<file path="src/rtl/gci_irq_pkg.sv">
// Shared GCI IRQ definitions: arbiter state encodings, priority width and
// small helpers used by the arbiter and the other GCI blocks.
package gci_irq_pkg;

  localparam int IRQ_PRIO_W   = 8;
  localparam int IRQ_NODE_NUM = 4;

  typedef enum logic [1:0] {
    IRQ_ARB_IDLE       = 2'd0,
    IRQ_ARB_REQ        = 2'd1,
    IRQ_ARB_CLEAR_WAIT = 2'd2
  } irq_arb_state_e;

  // One-hot decode of a node index.
  function automatic logic [IRQ_NODE_NUM-1:0] irq_onehot(input logic [1:0] idx);
    irq_onehot = 4'b0001 << idx;
  endfunction

  // Extract the 8-bit priority of node idx from the packed priority bus.
  function automatic logic [IRQ_PRIO_W-1:0] irq_prio_of(
    input logic [IRQ_NODE_NUM*IRQ_PRIO_W-1:0] prios,
    input logic [1:0]                          idx
  );
    irq_prio_of = prios[{idx, 3'b000} +: IRQ_PRIO_W];
  endfunction

endpackage

</file>
<file path="src/rtl/gci_irq_prio_sel.sv">
// Combinational winner selection: highest priority among eligible nodes,
// ties resolved round-robin starting one past the last granted node.
module gci_irq_prio_sel
  import gci_irq_pkg::*;
(
  input  logic [IRQ_NODE_NUM-1:0]            eligible,
  input  logic [IRQ_NODE_NUM*IRQ_PRIO_W-1:0] priorities,
  input  logic [1:0]                         last_grant,
  output logic                               valid,
  output logic [1:0]                         grant
);

  logic [1:0]            idx_s;
  logic [IRQ_PRIO_W-1:0] best_prio_s;
  logic [1:0]            best_idx_s;
  logic                  found_s;

  // Scan nodes in round-robin order; only a strictly higher priority replaces
  // the current best, so the first node in scan order wins a tie.
  always_comb begin
    idx_s       = last_grant + 2'd1;
    best_prio_s = {IRQ_PRIO_W{1'b0}};
    best_idx_s  = 2'd0;
    found_s     = 1'b0;
    for (int i = 0; i < IRQ_NODE_NUM; i++) begin
      if (eligible[idx_s] && (!found_s || (irq_prio_of(priorities, idx_s) > best_prio_s))) begin
        found_s     = 1'b1;
        best_prio_s = irq_prio_of(priorities, idx_s);
        best_idx_s  = idx_s;
      end else begin
        found_s     = found_s;
      end
      idx_s = idx_s + 2'd1;
    end
  end

  assign valid = found_s;
  assign grant = best_idx_s;

endmodule

</file>
<file path="src/rtl/gci_irq_arbiter.sv">
// GCI node IRQ arbiter: picks one eligible node, presents it to the CPU,
// forwards the CPU acknowledge to the node and waits for its request to clear.
module gci_irq_arbiter
  import gci_irq_pkg::*;
#(
  parameter int NODE_NUM = 4
)(
  input  logic                           iCLOCK,
  input  logic                           iRESET_SYNC,
  input  logic [NODE_NUM-1:0]            iNODE_VALID,
  input  logic [NODE_NUM-1:0]            iNODEINFO_VALID,
  input  logic [NODE_NUM*IRQ_PRIO_W-1:0] iNODEINFO_PRIORITY,
  input  logic [NODE_NUM-1:0]            iNODE_IRQ_REQ,
  output logic [NODE_NUM-1:0]            oNODE_IRQ_ACK,
  output logic [NODE_NUM-1:0]            oNODE_IRQ_BUSY,
  input  logic [NODE_NUM-1:0]            iIRQ_MASK,
  output logic                           oCPU_IRQ_REQ,
  output logic [1:0]                     oCPU_IRQ_NUM,
  input  logic                           iCPU_IRQ_ACK,
  input  logic                           iCPU_IRQ_BUSY
);

  irq_arb_state_e      state_q, state_d;
  logic [1:0]          grant_q, grant_d;
  logic [1:0]          last_grant_q, last_grant_d;
  logic [NODE_NUM-1:0] ack_q, ack_d;

  logic [NODE_NUM-1:0] eligible_s;
  logic                sel_valid_s;
  logic [1:0]          sel_grant_s;
  logic [NODE_NUM-1:0] busy_s;

  assign eligible_s = iNODE_VALID & iNODEINFO_VALID & iNODE_IRQ_REQ & ~iIRQ_MASK;

  gci_irq_prio_sel u_prio_sel (
    .eligible   (eligible_s),
    .priorities (iNODEINFO_PRIORITY),
    .last_grant (last_grant_q),
    .valid      (sel_valid_s),
    .grant      (sel_grant_s)
  );

  // Next-state logic: arbitrate only in IDLE, hold the grant through REQ,
  // and drop a grant whose device disappears before the CPU acknowledges.
  always_comb begin
    state_d      = state_q;
    grant_d      = grant_q;
    last_grant_d = last_grant_q;
    ack_d        = {NODE_NUM{1'b0}};
    case (state_q)
      IRQ_ARB_IDLE: begin
        if (!iCPU_IRQ_BUSY && sel_valid_s) begin
          state_d = IRQ_ARB_REQ;
          grant_d = sel_grant_s;
        end else begin
          state_d = IRQ_ARB_IDLE;
        end
      end
      IRQ_ARB_REQ: begin
        if (!iNODE_VALID[grant_q]) begin
          state_d = IRQ_ARB_IDLE;
        end else if (iCPU_IRQ_ACK) begin
          ack_d        = irq_onehot(grant_q);
          last_grant_d = grant_q;
          state_d      = IRQ_ARB_CLEAR_WAIT;
        end else begin
          state_d = IRQ_ARB_REQ;
        end
      end
      IRQ_ARB_CLEAR_WAIT: begin
        if (!iNODE_IRQ_REQ[grant_q] || !iNODE_VALID[grant_q]) begin
          state_d = IRQ_ARB_IDLE;
        end else begin
          state_d = IRQ_ARB_CLEAR_WAIT;
        end
      end
      default: begin
        state_d = IRQ_ARB_IDLE;
      end
    endcase
  end

  // State, grant and ACK pulse registers; reset wins over everything and
  // seeds last_grant so node 0 takes the first tie.
  always_ff @(posedge iCLOCK) begin
    if (iRESET_SYNC) begin
      state_q      <= IRQ_ARB_IDLE;
      grant_q      <= 2'd0;
      last_grant_q <= 2'd3;
      ack_q        <= {NODE_NUM{1'b0}};
    end else begin
      state_q      <= state_d;
      grant_q      <= grant_d;
      last_grant_q <= last_grant_d;
      ack_q        <= ack_d;
    end
  end

  // Hold off every node while the CPU is busy, and every non-granted node
  // while an IRQ is in flight.
  always_comb begin
    if (state_q != IRQ_ARB_IDLE) begin
      busy_s = {NODE_NUM{iCPU_IRQ_BUSY}} | ~irq_onehot(grant_q);
    end else begin
      busy_s = {NODE_NUM{iCPU_IRQ_BUSY}};
    end
  end

  assign oCPU_IRQ_REQ   = (state_q == IRQ_ARB_REQ);
  assign oCPU_IRQ_NUM   = grant_q;
  assign oNODE_IRQ_ACK  = ack_q;
  assign oNODE_IRQ_BUSY = busy_s;

endmodule

</file>
<file path="config.mk">
export PLATFORM = sky130hd
export DESIGN_NAME = gci_irq_arbiter
export DESIGN_NICKNAME = d
export VERILOG_FILES = /design/src/rtl/gci_irq_pkg.sv /design/src/rtl/gci_irq_prio_sel.sv /design/src/rtl/gci_irq_arbiter.sv
export SDC_FILE = /design/constraint.sdc
export NUM_CORES = 1
export LEC_CHECK = 0
export CAP_MARGIN = 20
export CELL_PAD_IN_SITES_DETAIL_PLACEMENT = 0
export CELL_PAD_IN_SITES_GLOBAL_PLACEMENT = 1
export CORE_ASPECT_RATIO = 1.1
export CORE_UTILIZATION = 33
export DETAILED_ROUTE_END_ITERATION = 8
export GPL_TIMING_DRIVEN = 0
export PLACE_DENSITY_LB_ADDON = 0.1
export SETUP_SLACK_MARGIN = 0.3
export SKIP_CTS_REPAIR_TIMING = 1
export SYNTH_ARGS = -nofsm -noshare
export SYNTH_HDL_FRONTEND = slang
export SYNTH_SLANG_ARGS = --single-unit
</file>
<file path="constraint.sdc">
create_clock -name iCLOCK -period 5.35 [get_ports iCLOCK]
set_clock_uncertainty 0.05 [all_clocks]
set_input_delay 0.535 -clock iCLOCK [delete_from_list [all_inputs] [get_ports iCLOCK]]
set_output_delay 0.535 -clock iCLOCK [all_outputs]
set_load 0.01 [all_outputs]
</file>
== Word-level counts from Yosys, hierarchy flattened ==
Cells that the tools add are included.
Widths: inputs -> output; s select.

* Bits in registers: 10
* Output and inout port bits: 11
* Bits of input ports: 52

* Eq/ne operators: 2
* Mux-type cells: 29
* $add $sub $neg: 4
* Bitwise operators: 9
* Magnitude comparators: 8
* Reductions and logical operators: 19
* Shifts and indexed selects: 5

{| class="wikitable"
|+ Operator list
! cell !! number
|-
| $shiftx 32x6->8 || 4
|-
| $gt 8x8->1 || 3
|-
| $mux 8 || 3
|-
| $lt 2x3->1 const B || 5
|-
| $mux 2 || 7
|-
| $and 4x4->4 || 3
|-
| $bmux 1 s2 || 6
|-
| $mux 1 || 11
|-
| $add 2x1->2 const B || 4
|-
| $not 4->4 || 2
|-
| $logic_not 1->1 || 6
|-
| $pmux 2 s3 || 1
|-
| $logic_and 1x1->1 || 4
|-
| $logic_or 1x1->1 || 4
|-
| $mux 4 || 1
|-
| $or 4x4->4 || 1
|-
| $reduce_or 4->1 || 1
|-
| $shl 1x2->4 const A || 1
|-
| $not 1->1 || 3
|-
| $reduce_and 3->1 || 1
|-
| $eq 2x1->1 const B || 1
|-
| $eq 2x2->1 const B || 1
|-
| $logic_not 2->1 || 1
|-
| $reduce_and 2->1 || 1
|-
| $reduce_bool 2->1 || 1
|}

== Depth between registers and ports, before layout ==
* Depth in word-level cells: 21
* Mapped depth: 32
* Mapped depth without buffers: 27

== Modules after synthesis ==
Synthesis repeated with hierarchy kept, for this count alone.

* Cell total of the unflattened synthesis: 290
* Area total of the unflattened synthesis: 2386.0 um2

{| class="wikitable"
|+ Modules (own cells, without submodules)
! module !! cells each !! instances !! area an instance (um2) !! seq. area each (um2)
|-
| gci_irq_prio_sel || 235 || 1 || 1826.8 || 0.0
|-
| gci_irq_arbiter || 55 || 1 || 559.3 || 200.2
|}

== Worst setup path before layout ==
OpenSTA, ideal clock, no wires.

* Path kind: register to register
* Start point: register last_grant_q[0]
* End point: register grant_q[1], in the netlist oCPU_IRQ_NUM[1]
* Arrival time: 5.752 ns
* Stages on the path, launching flop included: 28
* Path slack: -0.539 ns
* Setup time: 0.086 ns
* Required time: 5.214 ns
* Period minus slack after synthesis: 5.889 ns
* Path through: dfxtp_1 -> buf_6 -> buf_2 -> buf_2 -> clkbuf_1 -> o211ai_1 -> ha_1 -> nor2b_1 -> o211ai_1 -> a211o_1 -> a311o_1 -> buf_2 -> nand2_1 -> o21ai_0 -> ha_1 -> nand4_1 -> or2_2 -> a211oi_1 -> or2_2 -> buf_4 -> mux2_2 -> ha_1 -> nor2b_1 -> o211a_1 -> o211ai_1 -> a31oi_1 -> a211o_1 -> a221oi_2

* Longest elaborated chain between the ends: 18
* Elaborated cells on any way between the ends: 41
* Classes of those cells: add/sub (4); order compare (3); shift (4); mux (19); reduce/logical (11)

{| class="wikitable"
|+ Ends and longest elaborated chain
! element !! line !! source
|-
| start, declared || gci_irq_arbiter.sv:25 || <nowiki>logic [1:0] last_grant_q, last_grant_d;</nowiki>
|-
| start signal, assigned || gci_irq_arbiter.sv:94 || <nowiki>last_grant_q <= last_grant_d;</nowiki>
|-
| $add 2x1->2 (*) || gci_irq_prio_sel.sv:21 || <nowiki>idx_s = last_grant + 2'd1;</nowiki>
|-
| branches (longest 17 deep; another with $gt 8x8->1) || -- ||
|-
| end signal, assigned || gci_irq_arbiter.sv:93 || <nowiki>grant_q <= grant_d;</nowiki>
|-
| end, declared || gci_irq_arbiter.sv:24 || <nowiki>logic [1:0] grant_q, grant_d;</nowiki>
|}

Mark *: on every way between the ends. The select of a mux whose other input is x is not followed.
A chain may end at the register's enable or synchronous reset.

== Final worst setup path ==
* Start point: input iIRQ_MASK[2]
* End point: register grant_q[1], in the netlist oCPU_IRQ_NUM[1]

* Longest elaborated chain between the ends: 19
* Elaborated cells on any way between the ends: 35
* Classes of those cells: order compare (3); mux (19); bitwise (2); reduce/logical (11)

{| class="wikitable"
|+ Ends and longest elaborated chain
! element !! line !! source
|-
| start, declared || gci_irq_arbiter.sv:16 || <nowiki>input logic [NODE_NUM-1:0] iIRQ_MASK,</nowiki>
|-
| $not 4->4 (*) || gci_irq_arbiter.sv:33 || <nowiki>assign eligible_s = iNODE_VALID & iNODEINFO_VALID & iNODE_IRQ_REQ & ~iIRQ_MASK;</nowiki>
|-
| $and 4x4->4 (*) || gci_irq_arbiter.sv:33 ||
|-
| $bmux 1 s2 || gci_irq_prio_sel.sv:26 || <nowiki>if (eligible[idx_s] && (!found_s || (irq_prio_of(priorities, idx_s) > best_prio_s))) begin</nowiki>
|-
| $mux 1 (not written as such) || gci_irq_prio_sel.sv:26 ||
|-
| $mux 8 / $mux 1 (equally long branches) || gci_irq_prio_sel.sv:26 ||
|-
| $gt 8x8->1 / $logic_not 1->1 (equally long branches) || gci_irq_prio_sel.sv:26 ||
|-
| $logic_or 1x1->1 || gci_irq_prio_sel.sv:26 ||
|-
| $logic_and 1x1->1 || gci_irq_prio_sel.sv:26 ||
|-
| [3 not listed] || -- ||
|-
| $logic_and 1x1->1 || gci_irq_prio_sel.sv:26 ||
|-
| $mux 8 / $mux 1 (equally long branches) || gci_irq_prio_sel.sv:26 ||
|-
| $gt 8x8->1 / $logic_not 1->1 (equally long branches) || gci_irq_prio_sel.sv:26 ||
|-
| $logic_or 1x1->1 || gci_irq_prio_sel.sv:26 ||
|-
| $logic_and 1x1->1 || gci_irq_prio_sel.sv:26 ||
|-
| $mux 1 || gci_irq_prio_sel.sv:26 ||
|-
| $logic_and 1x1->1 || gci_irq_arbiter.sv:52 || <nowiki>if (!iCPU_IRQ_BUSY && sel_valid_s) begin</nowiki>
|-
| $reduce_and 2->1 (no line) || -- ||
|}

Every way passes the cells marked *; elsewhere a longest branch is shown, timed or not. The select of a mux whose other input is x is not followed.

==> reports/results.ini <==
[synth]
syn_avg_cell_area_um2 = 7.60
syn_inst = 324
ys.warnings.count = 0
synth_seq_cells = 10
ys_types = 56
synthArstFlopShare_pct = 0
synth_edf_count = 0
syn_nets = 400
syn_area_um2 = 2460
synth_flop_cell = dfxtp_1
synth-seq-area-share_pct = 8.13

[worst_setup_path]
start_kind = input port
reg2reg_to = oCPU_IRQ_NUM[1]
path_max_fanout = 6
arrival_ns = 6.50
r2r_setup_slack_ns = -1.03
timing.rr.start = last_grant_q[1]
cp-end-kind = flop
slowest_delay_ns = 0.48
critPathKind = input port to flop
required_ns = 5.45
crit_slowest_cell = a311o_2
ff2ff_path_depth = 26

[route]
drc_errors = 4
first_iter_violations = 105
ant_nets = 0
wl_per_cell_um = 18.2
first_pass_iters = 7
vias = 2862
via_per_inst = 5.64
routed_wl_um = 9240

[die]
initial_core_util_pct = 34.6
ios = 63
num_rows = 32
coreArea_um2 = 7130
die_h_um = 92.6
die_w_um = 84.4
dieArea_um2 = 7810

[timing]
slew_headroom_pct = 62.4
period_needed_ns = 6.40
fin_ws_ns = -1.05
worstMarginPinSlew_ns = 0.565
drv_slew = 0
setup_viol = 2
timing.hold.ws_ns = 0.583
max_freq_mhz = 156
rsz0062_at_grt = yes
hold_viol_final = 0
fin_crit_sh_pct = 120

[clock_tree]
cts_tree = built
numCtsBuffers = 3
cts.clk_slew.worst_paths_ns = 0.05
htree_num_levels = 1
cts_root_buf = clkbuf_8
clock_tree.buffer_depth = 2
cts_sinks = 10
clock_latency_ns = 0.23

[global_route]
grtUsageTotal_pct = 22.2
grt-ovfl-total = 0
grt_first_pass_wirelength_um = 13600
grt_max_degree = 11
antenna_found_initial = 0
grt_pass1_vias = 2637

[min_path]
holdCritStartpoint = state_q[1]
hold_class = flop to flop
hold_path_depth = 3
holdPathEnd = state_q[0]

[layout]
final_util_pct = 54.7
postLayoutCellArea_um2 = 3900
area_growth_pct = 58.4
drive_above_1_share_pct = 31.3
register_area_um2 = 204
fillCellCount = 693
nNetsFinal = 500
multi_input_area_um2 = 2370
insertedDiodeCount = 0

[run]
drv_cap = 0

[pwr]
power.total_uw = 390
ir_drop_v = 0.0000593
p_leak_uw = 0.00184
power.density_nw_per_um2 = 99.9

[placed_design]
placed_cell_area_um2 = 3240
place_hpwl_um = 6700
numPortBuffers = 61
gp_congestion = 0.826

[outcome]
status = finished with violations
violations = design-rule violations, negative setup slack

==> cell families after synthesis <==
| kind of cell | Yosys count | synth area share, % |
|---|---|---|
| DFF | 10 | 8.13 |
| adders and majority gates | 24 | 12.2 |
| AOI/OAI and AO/OA | 96 | 26.5 |
| muxes | 46 | 23.5 |
| and+or+nand+nor | 116 | 23.2 |
| buffers and inverters | 32 | 6.45 |
==> layout make-up <==
class	count	share of cell area (%)
buffer	21	4.94
clock buffer	3	1.06
inverter	11	1.12
multi-input combinational	282	60.8
sequential	10	5.23
tap	85	2.73
timing repair buffer	95	24.1
==> cell usage in the layout, fill, tap and decap left out, drive strengths merged, types with 2 or more instances in the layout <==
master,n
a211o,4
a21o,3
a21oi,20
a2bb2oi,2
a31oi,3
and4,2
and4b,4
buf,50
clkbuf,12
clkdlybuf4s50,39
dfxtp,10
dlymetal6s2s,18
ha,24
inv,11
mux2,21
mux2i,18
mux4,7
nand2,41
nand3,4
nand3b,2
nand4,4
nand4b,3
nor2,37
nor2b,6
nor3,2
o211ai,8
o21a,4
o21ai,31
o311ai,4
o31ai,7
or2,5
==> sequential cells by signal, summed over array words and instances (netlist names) <==
| signal | flops |
|---|---|
| state_q | 2 |
| oCPU_IRQ_NUM | 2 |
| oNODE_IRQ_ACK | 4 |
| last_grant_q | 2 |
==> power breakdown <==
| part | internal [uW] | switching (uW) |
|---|---|---|
| sequential | 75.7 | 0.787 |
| combinational | 123 | 114 |
| clock | 49.1 | 27.7 |
==> per-stage QoR <==
step                setup slack (ns)  cells  TNS, ns
floorplan                     -0.259    324   -0.343
global placement               -1.90    470    -3.63
detailed placement             -1.86    470    -3.55
CTS                            -1.66    473    -3.13
global route                   -1.26    507    -2.45
finish                         -1.05    507    -2.01
==> worst max-delay path, delay by kind of cell <==
family,cells,cell delay (ns)
AO/OA/AOI/OAI,12,2.73
adder cells (fa/ha/maj),3,0.83
buffers and inverters,4,0.52
multiplexers,2,0.64
AND/OR/NAND/NOR,6,1.23
==> per-layer routing <==
layer / track usage (%) / routed length [um] / part of all wire (%)
met1: 28.2 / 4090 / 44
met2: 41.2 / 4700 / 51
met3: 0.713 / 235 / 2.5
met4: 5.37 / 223 / 2.4
met5: 0 / 0 / 0
==> Yosys cell counts, types with 8 or more instances <==
master	count	area share, %
o21ai_0	31	6.3
mux2_2	20	9.1
buf_2	8	1.6
mux2i_1	18	7.3
nor2_1	36	5.5
o211ai_1	8	2.4
a21oi_1	20	4.1
dfxtp_1	10	8.1
inv_1	9	1.4
clkbuf_1	8	1.2
ha_1	24	12
nand2_1	40	6.1
==> how the worst max path moves through the flow <==
stage | startpoint | to | depth (start not counted)
2_1_floorplan | iIRQ_MASK[0] | oCPU_IRQ_NUM[1] | 27
3_3_place_gp | iNODE_VALID[0] | oCPU_IRQ_NUM[1] | 27
3_5_place_dp | iIRQ_MASK[0] | oCPU_IRQ_NUM[1] | 27
4_1_cts | iIRQ_MASK[0] | oCPU_IRQ_NUM[1] | 27
5_1_grt | iIRQ_MASK[2] | oCPU_IRQ_NUM[1] | 27
6_report | iIRQ_MASK[2] | oCPU_IRQ_NUM[1] | 27
Power figures use the tool's default switching activity.
